--- src/rtl/real_param_ramp_pkg.sv ---
// Shared types and elaboration-time helpers for the multi-channel fixed-point ramp.
package real_param_ramp_pkg;

    typedef enum logic [1:0] {
        IDLE = 2'd0,
        RUN  = 2'd1,
        DONE = 2'd2
    } state_t;

    // Truncates toward zero, then wraps into the WIDTH-bit unsigned range.
    function automatic logic [63:0] quantise_step(
        input real base,
        input real delta,
        input int  ch,
        input int  frac,
        input int  width
    );
        real         r;
        logic [63:0] q;
        logic [63:0] mask;
        r    = (base + ch * delta) * (2.0 ** frac);
        q    = 64'($rtoi(r));
        mask = (64'd1 << width) - 64'd1;
        return q & mask;
    endfunction

endpackage

--- src/rtl/real_param_ramp_if.sv ---
// Start handshake and result bus of the ramp generator; master drives start, slave reports status.
interface real_param_ramp_if #(
    parameter int NCH   = 4,
    parameter int WIDTH = 16
);
    logic                   start_i;
    logic                   ready_o;
    logic                   busy_o;
    logic                   done_o;
    logic [NCH*WIDTH-1:0]   value_o;
    logic [NCH-1:0]         ovf_o;
    logic [NCH*WIDTH-1:0]   step_q_o;

    modport master (
        output start_i,
        input  ready_o, busy_o, done_o, value_o, ovf_o, step_q_o
    );

    modport slave (
        input  start_i,
        output ready_o, busy_o, done_o, value_o, ovf_o, step_q_o
    );
endinterface

--- src/rtl/real_param_ramp_ch.sv ---
// One ramp channel: wrapping accumulator with sticky carry-out flag and a fixed quantised step.
// Updates one cycle after clr_i/adv_i; no backpressure, the shared FSM paces it.
module real_param_ramp_ch
    import real_param_ramp_pkg::*;
#(
    parameter real STEP  = 0.5,
    parameter int  WIDTH = 16,
    parameter int  FRAC  = 8
) (
    input  logic             clk,
    input  logic             rst,
    input  logic             clr_i,
    input  logic             adv_i,
    output logic [WIDTH-1:0] acc_o,
    output logic             ovf_o,
    output logic [WIDTH-1:0] step_q_o
);

    localparam logic [WIDTH-1:0] STEP_Q = WIDTH'(quantise_step(STEP, 0.0, 0, FRAC, WIDTH));

    logic [WIDTH-1:0] acc_q;
    logic             ovf_q;
    logic [WIDTH:0]   sum_d;

    // Extra MSB captures the unsigned carry that marks a wrap.
    assign sum_d = {1'b0, acc_q} + {1'b0, STEP_Q};

    always_ff @(posedge clk) begin
        if (rst) begin
            acc_q <= '0;
            ovf_q <= 1'b0;
        end else if (clr_i) begin
            acc_q <= '0;
            ovf_q <= 1'b0;
        end else if (adv_i) begin
            acc_q <= sum_d[WIDTH-1:0];
            if (sum_d[WIDTH]) begin
                ovf_q <= 1'b1;
            end
        end
    end

    assign acc_o    = acc_q;
    assign ovf_o    = ovf_q;
    assign step_q_o = STEP_Q;

endmodule

--- src/rtl/real_param_ramp.sv ---
// Multi-channel ramp: on an accepted start every channel adds its step LEN times, then pulses done.
// Start accepted only in IDLE; run period is LEN+2 cycles when start is held high.
module real_param_ramp
    import real_param_ramp_pkg::*;
#(
    parameter int  NCH   = 4,
    parameter int  WIDTH = 16,
    parameter int  FRAC  = 8,
    parameter real BASE  = 0.5,
    parameter real DELTA = 1.25,
    parameter int  LEN   = 8
) (
    input logic              clk,
    input logic              rst,
    real_param_ramp_if.slave bus
);

    localparam int CW = $clog2(LEN + 1);

    state_t               state_q, state_d;
    logic [CW-1:0]        cnt_q, cnt_d;
    logic                 clr;
    logic                 adv;
    logic [NCH*WIDTH-1:0] value;
    logic [NCH*WIDTH-1:0] step_q;
    logic [NCH-1:0]       ovf;

    always_ff @(posedge clk) begin
        if (rst) begin
            state_q <= IDLE;
            cnt_q   <= '0;
        end else begin
            state_q <= state_d;
            cnt_q   <= cnt_d;
        end
    end

    always_comb begin
        state_d = state_q;
        cnt_d   = cnt_q;
        clr     = 1'b0;
        adv     = 1'b0;
        unique case (state_q)
            IDLE: begin
                if (bus.start_i) begin
                    clr     = 1'b1;
                    cnt_d   = '0;
                    state_d = RUN;
                end
            end
            RUN: begin
                adv   = 1'b1;
                cnt_d = cnt_q + CW'(1);
                if (cnt_q == CW'(LEN - 1)) begin
                    state_d = DONE;
                end
            end
            DONE:    state_d = IDLE;
            default: state_d = IDLE;
        endcase
    end

    for (genvar ch = 0; ch < NCH; ch++) begin : g_ch
        localparam real CH_STEP = BASE + ch * DELTA;

        real_param_ramp_ch #(
            .STEP  (CH_STEP),
            .WIDTH (WIDTH),
            .FRAC  (FRAC)
        ) u_ch (
            .clk      (clk),
            .rst      (rst),
            .clr_i    (clr),
            .adv_i    (adv),
            .acc_o    (value[ch*WIDTH +: WIDTH]),
            .ovf_o    (ovf[ch]),
            .step_q_o (step_q[ch*WIDTH +: WIDTH])
        );
    end

    assign bus.ready_o  = (state_q == IDLE);
    assign bus.busy_o   = (state_q == RUN);
    assign bus.done_o   = (state_q == DONE);
    assign bus.value_o  = value;
    assign bus.ovf_o    = ovf;
    assign bus.step_q_o = step_q;

endmodule

--- src/flat_wrapper.sv ---
// flat-port wrapper written by rule: the top's interface ports become plain ports
module real_param_ramp_flat import real_param_ramp_pkg::*;
#(
    parameter int  NCH   = 4,
    parameter int  WIDTH = 16,
    parameter int  FRAC  = 8,
    parameter real BASE  = 0.5,
    parameter real DELTA = 1.25,
    parameter int  LEN   = 8
)
  (clk, rst, bus_start_i, bus_ready_o, bus_busy_o, bus_done_o, bus_value_o, bus_ovf_o, bus_step_q_o);
  real_param_ramp_if #(.NCH(NCH), .WIDTH(WIDTH)) bus_i ();
  input logic clk;
  input logic rst;
  input wire logic [$bits(bus_i.start_i)-1:0] bus_start_i;
  output wire logic [$bits(bus_i.ready_o)-1:0] bus_ready_o;
  output wire logic [$bits(bus_i.busy_o)-1:0] bus_busy_o;
  output wire logic [$bits(bus_i.done_o)-1:0] bus_done_o;
  output wire logic [$bits(bus_i.value_o)-1:0] bus_value_o;
  output wire logic [$bits(bus_i.ovf_o)-1:0] bus_ovf_o;
  output wire logic [$bits(bus_i.step_q_o)-1:0] bus_step_q_o;
  assign bus_i.start_i = bus_start_i;
  assign bus_ready_o = bus_i.ready_o;
  assign bus_busy_o = bus_i.busy_o;
  assign bus_done_o = bus_i.done_o;
  assign bus_value_o = bus_i.value_o;
  assign bus_ovf_o = bus_i.ovf_o;
  assign bus_step_q_o = bus_i.step_q_o;
  real_param_ramp #(.NCH(NCH), .WIDTH(WIDTH), .FRAC(FRAC), .BASE(BASE), .DELTA(DELTA), .LEN(LEN)) u_core (.clk(clk), .rst(rst), .bus(bus_i));
endmodule
--- config.mk ---
export PLATFORM = sky130hd
export DESIGN_NAME = real_param_ramp_flat
export DESIGN_NICKNAME = d
export VERILOG_FILES = /design/src/rtl/real_param_ramp_pkg.sv /design/src/rtl/real_param_ramp_if.sv /design/src/rtl/real_param_ramp_ch.sv /design/src/rtl/real_param_ramp.sv /design/src/flat_wrapper.sv
export SDC_FILE = /design/constraint.sdc
export NUM_CORES = 1
export LEC_CHECK = 0
export CORE_AREA = 2 2 83 85
export CTS_CLUSTER_SIZE = 24
export DETAILED_ROUTE_END_ITERATION = 10
export DIE_AREA = 0 0 85 87
export GPL_TIMING_DRIVEN = 0
export HOLD_SLACK_MARGIN = 0.1
export PLACE_DENSITY_LB_ADDON = 0.12
export REMOVE_ABC_BUFFERS = 1
export SETUP_SLACK_MARGIN = 0.4
export SLEW_MARGIN = 20
export SYNTH_ARGS = -nofsm -noshare
export SYNTH_HDL_FRONTEND = slang
export SYNTH_HIERARCHICAL = 1
export SYNTH_SLANG_ARGS = --single-unit
--- constraint.sdc ---
create_clock -name clk -period 3.4 [get_ports clk]
set_input_delay 0.51 -clock clk [delete_from_list [all_inputs] [get_ports clk]]
set_output_delay 0.51 -clock clk [all_outputs]
set_load 0.005 [all_outputs]
==> flow_summary.ini, run 1 <==
[critical_path]
cpLargestDelayFamily = buffers and inverters
path_cells = nand2b_2 -> clkinvlp_4 -> clkdlybuf4s50_1
crit_required_ns = 2.89
crit_path_max_fanout = 31
cp_slowest_cell = clkdlybuf4s50_1
cp-end-kind = output port
ff2ff_path_depth = 5
crit_buf_inv = 2
worstReg2RegStart = u_core/state_q[0]$_SDFFE_PP0P_
rr_endpoint = u_core/g_ch[0].u_ch/acc_o[15]$_SDFFE_PP0P_
start_kind = register
cpPeakStageDelay_ns = 0.62
worstSetupPathType = reg2out
arrival_ns = 2.01
reg2reg_slack_ns = 1.40

[logic_synthesis]
ys_ff_latch = 47
yosysSeqAreaShare = 0.337
synth_edf_count = 0
synth-async-reset-ratio = 0
ys.warnings.count = 6
synth_flop_cell = dfxtp_1
syn_area_um2 = 2800
synth_cells = 333
avgSynthCellArea_um2 = 8.39
yosysUniqueCellTypes = 49

[outcome]
status = finished clean

[power_and_ir_drop]
power.share.switching = 0.271
ir_worst_vdd_uv = 152
seq_power_share = 0.560
comb_power_share = 0.114
switching_power_mw = 0.278
power.share.clock = 0.326
power_density_nw_per_um2 = 338
p_leak_nw = 1.18
p_int_mw = 0.749

[sta]
setup_viol = 0
min_period_ns = 2.52
relSlewSlack = 0.609
fin_tns_setup_ns = 0
timing.final.crit_share = 0.741
rsz0062_at_grt = no
worst_pin_slew_ns = 0.585
fin_skew_ns = 0.00896
hold_viol_final = 0
slew_viol_final = 0
fmax_ghz = 0.397
worst_hold_slack_ns = 0.454

[die]
dieArea_um2 = 7400
start_util = 0.426
die_w_um = 85
io_pins = 138
die_y_um = 87
rows = 30
coreArea_um2 = 6570

[cts]
root_buffer = clkbuf_8
clk_pin_slew_ns = 0.09
clkLatencyLatePin_ns = 0.30
h-tree-depth = 2
cts_hold_buf = 0
post-cts-setup-buffers = 0
cts_tree = done
clk_path_buf_depth = 2
cts-resized-gates = 0
cts.sink_count = 47
cts_made_buffers = 5

[grt]
grt_pass1_wl_um = 7690
grt_usage = 0.127
grt.overflow.total = 0
grt_pass1_vias = 1714
grt_antenna_before_repair = 0
grt_max_degree = 32

[cells_and_area]
utilization = 0.462
mostFrequentLayoutCells = 91 x conb_1, 47 x dfxtp_1, 46 x clkdlybuf4s50_1
diodes = 0
nets = 379
area_growth_pct = 8.68
drive_above_1_share = 0.0618
fin_area_um2 = 3040
final_common_cell = conb_1

[place]
gp_congestion = 0.747
portBuffers = 46
dp_hpwl_um = 3400
place_area_um2 = 2950

[job]
maxCapViolations = 0

[routing]
num_vias = 1984
initialDrtViolationCount = 34
viasPerCell = 4.39
final_antenna_net_count = 0
drtPass1Iterations = 4
wl_per_cell_um = 10.3
postRouteWirelength_um = 4650
route.detailed.drc = 0

[min_path]
hold_class = reg2reg
whs_endpoint = u_core/g_ch[2].u_ch/ovf_o$_SDFFE_PP0P_
hold_depth = 2
hp-start = u_core/g_ch[2].u_ch/ovf_o$_SDFFE_PP0P_
-- flip-flops by register name (all words and copies together), names as in the netlist --
register                count
u_core/g_ch.u_ch/acc_o     37
u_core/cnt_q                4
u_core/g_ch.u_ch/ovf_o      4
u_core/state_q              2
-- routing by layer --
layer	global-route usage	up-vias	part of all wire	wire length, um
li1	-	1001	-	-
met1	0.167	906	0.47	2180
met2	0.203	71	0.46	2130
met3	0.0341	6	0.062	290
met4	0.0390	0	0.012	57
met5	0	-	0	0
-- stage by stage --
stage	std cells	setup slack [ns]	power (mW)
6_report	452	0.880	1.03
5_1_grt	452	0.703	1.09
4_1_cts	452	0.518	1.04
3_5_place_dp	444	0.866	0.705
3_3_place_gp	444	0.875	0.704
2_1_floorplan	318	1.40	0.664
-- cells in the mapped netlist (4+ instances only) --
| cell | number | share of area |
|---|---|---|
| nand2_1 | 15 | 0.020 |
| nand4_1 | 7 | 0.016 |
| nand3_1 | 6 | 0.011 |
| buf_4 | 93 | 0.25 |
| nor3_1 | 4 | 0.0072 |
| conb_1 | 8 | 0.011 |
| nor2_1 | 32 | 0.043 |
| ha_1 | 5 | 0.022 |
| xor2_1 | 11 | 0.034 |
| or3_1 | 9 | 0.020 |
| xnor2_1 | 8 | 0.025 |
| clkbuf_1 | 4 | 0.0054 |
| inv_1 | 10 | 0.013 |
| a21oi_1 | 13 | 0.023 |
| o21ai_0 | 10 | 0.018 |
| dfxtp_1 | 47 | 0.34 |
-- worst register-to-register path, stage by stage, from the launching register on --
cell        delay, ns
dfxtp_1          0.48
nand2b_2         0.13
clkinvlp_4       0.43
nand4_2          0.24
or4_1            0.51
a21oi_1          0.15
-- final cells by class --
cell class / instances / area (um2)
fillers: 689 / 3530
multi-input cells: 261 / 1410
flip-flops and latches: 47 / 941
repair buffers: 46 / 460
well taps: 80 / 100
clock buffers: 6 / 72.6
inverters: 10 / 41.3
clock inverters: 2 / 12.5
-- power groups by stage --
| stage | sequential [mW] | combinational [mW] | clock, mW |
|---|---|---|---|
| after global routing | 0.579 | 0.138 | 0.374 |
| after CTS | 0.576 | 0.116 | 0.348 |
| after global placement | 0.589 | 0.115 | 0 |
| after floorplan | 0.587 | 0.0766 | 0 |
| after detailed placement | 0.589 | 0.116 | 0 |
| final | 0.576 | 0.117 | 0.335 |
-- worst max path at each step --
stage | start | end | slack, ns | depth (start not counted)
final | u_core/state_q[1]$_SDFFE_PP0P_ | bus_busy_o | 0.88 | 3
after global routing | u_core/state_q[1]$_SDFFE_PP0P_ | bus_busy_o | 0.70 | 3
after CTS | u_core/state_q[0]$_SDFFE_PP0P_ | bus_busy_o | 0.52 | 3
after detailed placement | u_core/state_q[0]$_SDFFE_PP0P_ | bus_busy_o | 0.87 | 3
after global placement | u_core/state_q[0]$_SDFFE_PP0P_ | bus_busy_o | 0.87 | 3
after floorplan | u_core/state_q[0]$_SDFFE_PP0P_ | u_core/g_ch[0].u_ch/acc_o[15]$_SDFFE_PP0P_ | 1.40 | 5
-- cell families after synthesis --
logic type | count (synthesis) | share of synthesized area
flip-flops | 47 | 0.337
buffers and inverters | 108 | 0.270
AO/OA/AOI/OAI | 41 | 0.0931
other | 8 | 0.0107
multiplexers | 3 | 0.0107
adder cells (fa/ha/maj) | 5 | 0.0224
AND/OR/NAND/NOR | 102 | 0.197
XOR/XNOR | 19 | 0.0595
Power figures use the tool's default switching activity.
==> run 2: changes to the inputs <==
- CORE_AREA: 2 2 83 85 -> 2 2 86 88
- DIE_AREA: 0 0 85 87 -> 0 0 88 90
- clock period: 3.4 -> 2.4 ns (I/O delays scaled with it)
==> run 2 against run 1 <==
Compared with the run above: critical path depth unchanged; global-route usage shrank 0.28 points; sequential share of layout area is 0.63 points lower; die area is 7.1% higher; first-iteration DRC count up 62%; count of clock-buffer cells in the layout up 2; largest power group unchanged; setup slack worse by 0.34 ns; critical path type unchanged; largest cell class unchanged; worst hold slack improved by 0.019 ns; final cell count is 5.1% higher; non-clock buffer count rose by 3.
==> flow_summary.ini, run 2 (synthesis gave the netlist of run 1 again) <==
[cells_and_area]
largest_register_ffs = 37
diodes = 0
area_growth_pct = 11.1
regArea_um2 = 942
final_cells = 475
nets = 383
fin_area_um2 = 3110
mostFrequentLayoutCells = 91 x conb_1, 46 x clkdlybuf4s50_1, 46 x dfxtp_1
multiInputGateArea_um2 = 1410
fillers = 731
drive_above_1_share = 0.0745
final_common_cell = conb_1

[routing]
final_antenna_net_count = 0
wl_per_cell_um = 10.6
postRouteWirelength_um = 5060
num_vias = 2008
route.detailed.drc = 0
viasPerCell = 4.23
drtPass1Iterations = 4
initialDrtViolationCount = 55

[sta]
min_period_ns = 1.86
hold_viol_final = 0
fmax_ghz = 0.539
setup_slack_ns = 0.543
worst_pin_slew_ns = 0.702
slew_viol_final = 0
setup_viol = 0
timing.final.crit_share = 0.774
fin_skew_ns = 0.00427
relSlewSlack = 0.530
rsz0062_at_grt = no
fin_tns_setup_ns = 0

[critical_path]
arrival_ns = 1.50
worstSetupPathType = reg2out
cpLargestDelayFamily = buffers and inverters
path_cells = nand2b_2 -> clkinvlp_4 -> clkdlybuf4s50_1
crit_buf_inv = 2
cp-end-kind = output port
cp_slowest_cell = clkdlybuf4s50_1
start_kind = register
crit_required_ns = 2.04
crit_path_max_fanout = 5
cpPeakStageDelay_ns = 0.50

[power_and_ir_drop]
ir_worst_vdd_uv = 218
power_density_nw_per_um2 = 487
p_leak_nw = 1.21
power.total_mw = 1.51

[grt]
grt_usage = 0.124
grt_max_degree = 16
grt_antenna_before_repair = 0
grt_pass1_vias = 1703
grt_pass1_wl_um = 7960
grt.overflow.total = 0

[outcome]
status = finished clean

[place]
place_area_um2 = 2970
portBuffers = 46
placed_cells = 463
dp_hpwl_um = 3450
gp_congestion = 0.766
dp_slack_ns = -0.0468

[die]
coreArea_um2 = 7020
dieArea_um2 = 7920
start_util = 0.398
die_y_um = 90
io_pins = 138
die_w_um = 88
rows = 31

[cts]
root_buffer = clkbuf_8
clkLatencyLatePin_ns = 0.29
cts_tree = done
clk_path_buf_depth = 2
clk_pin_slew_ns = 0.09
h-tree-depth = 2
cts.sink_count = 47
cts_made_buffers = 5

[job]
maxCapViolations = 0

[min_path]
hold_class = reg2reg
==> run 2: what timing repair did <==
action                     4_1_cts  5_1_grt
cloned                           1        0
setup buffers                    3        0
gates resized for setup          1        1
hold buffers                     0        0
setup endpoints to repair       27        1
==> run 2: layout make-up <==
cell class              instances  share of cell area
multi-input cells             261               0.454
flip-flops and latches         47               0.303
repair buffers                 49               0.156
well taps                      99              0.0399
clock buffers                   8              0.0322
inverters                      10              0.0133
repair inverters                1             0.00161
==> run 2: path summary, 6_finish.rpt <==
| check | startpoint | endpoint | slack, ns | cells past startpoint |
|---|---|---|---|---|
| max | u_core/state_q[1]$_SDFFE_PP0P_ | bus_busy_o | 0.54 | 3 |
| min | u_core/g_ch[3].u_ch/ovf_o$_SDFFE_PP0P_ | u_core/g_ch[3].u_ch/ovf_o$_SDFFE_PP0P_ | 0.47 | 1 |
| max reg2reg | u_core/state_q[1]$_SDFFE_PP0P_ | u_core/g_ch[0].u_ch/acc_o[15]$_SDFFE_PP0P_ | 0.60 | 6 |
| min reg2reg | u_core/g_ch[3].u_ch/ovf_o$_SDFFE_PP0P_ | u_core/g_ch[3].u_ch/ovf_o$_SDFFE_PP0P_ | 0.47 | 1 |
==> run 2: worst reg2reg max path, stage by stage (launching register included) <==
cell and delay [ns]:
dfxtp_1 0.34, nand2b_2 0.23, clkinvlp_4 0.12, buf_4 0.23
nand4_2 0.17, or4_1 0.50, a21oi_1 0.14
==> run 2: stage by stage <==
stage,hold slack (ns),util
3_3_place_gp,0.448,0.423
2_1_floorplan,0.429,-
4_1_cts,0.478,0.442
5_1_grt,0.503,0.442
3_5_place_dp,0.457,0.423
6_report,0.474,0.442
==> run 2: per-layer routing <==
metal  up-vias  GRT usage  share of wire
met1       925      0.164           0.46
li1       1003          -              -
met4         0     0.0385          0.012
met5         -          0              0
met2        72      0.198           0.47
met3         8     0.0294          0.056
==> run 2: report_power, final <==
part	internal [mW]	switching (mW)	total, mW
clock network	0.263	0.258	0.521
logic	0.0672	0.108	0.175
registers	0.795	0.0217	0.817
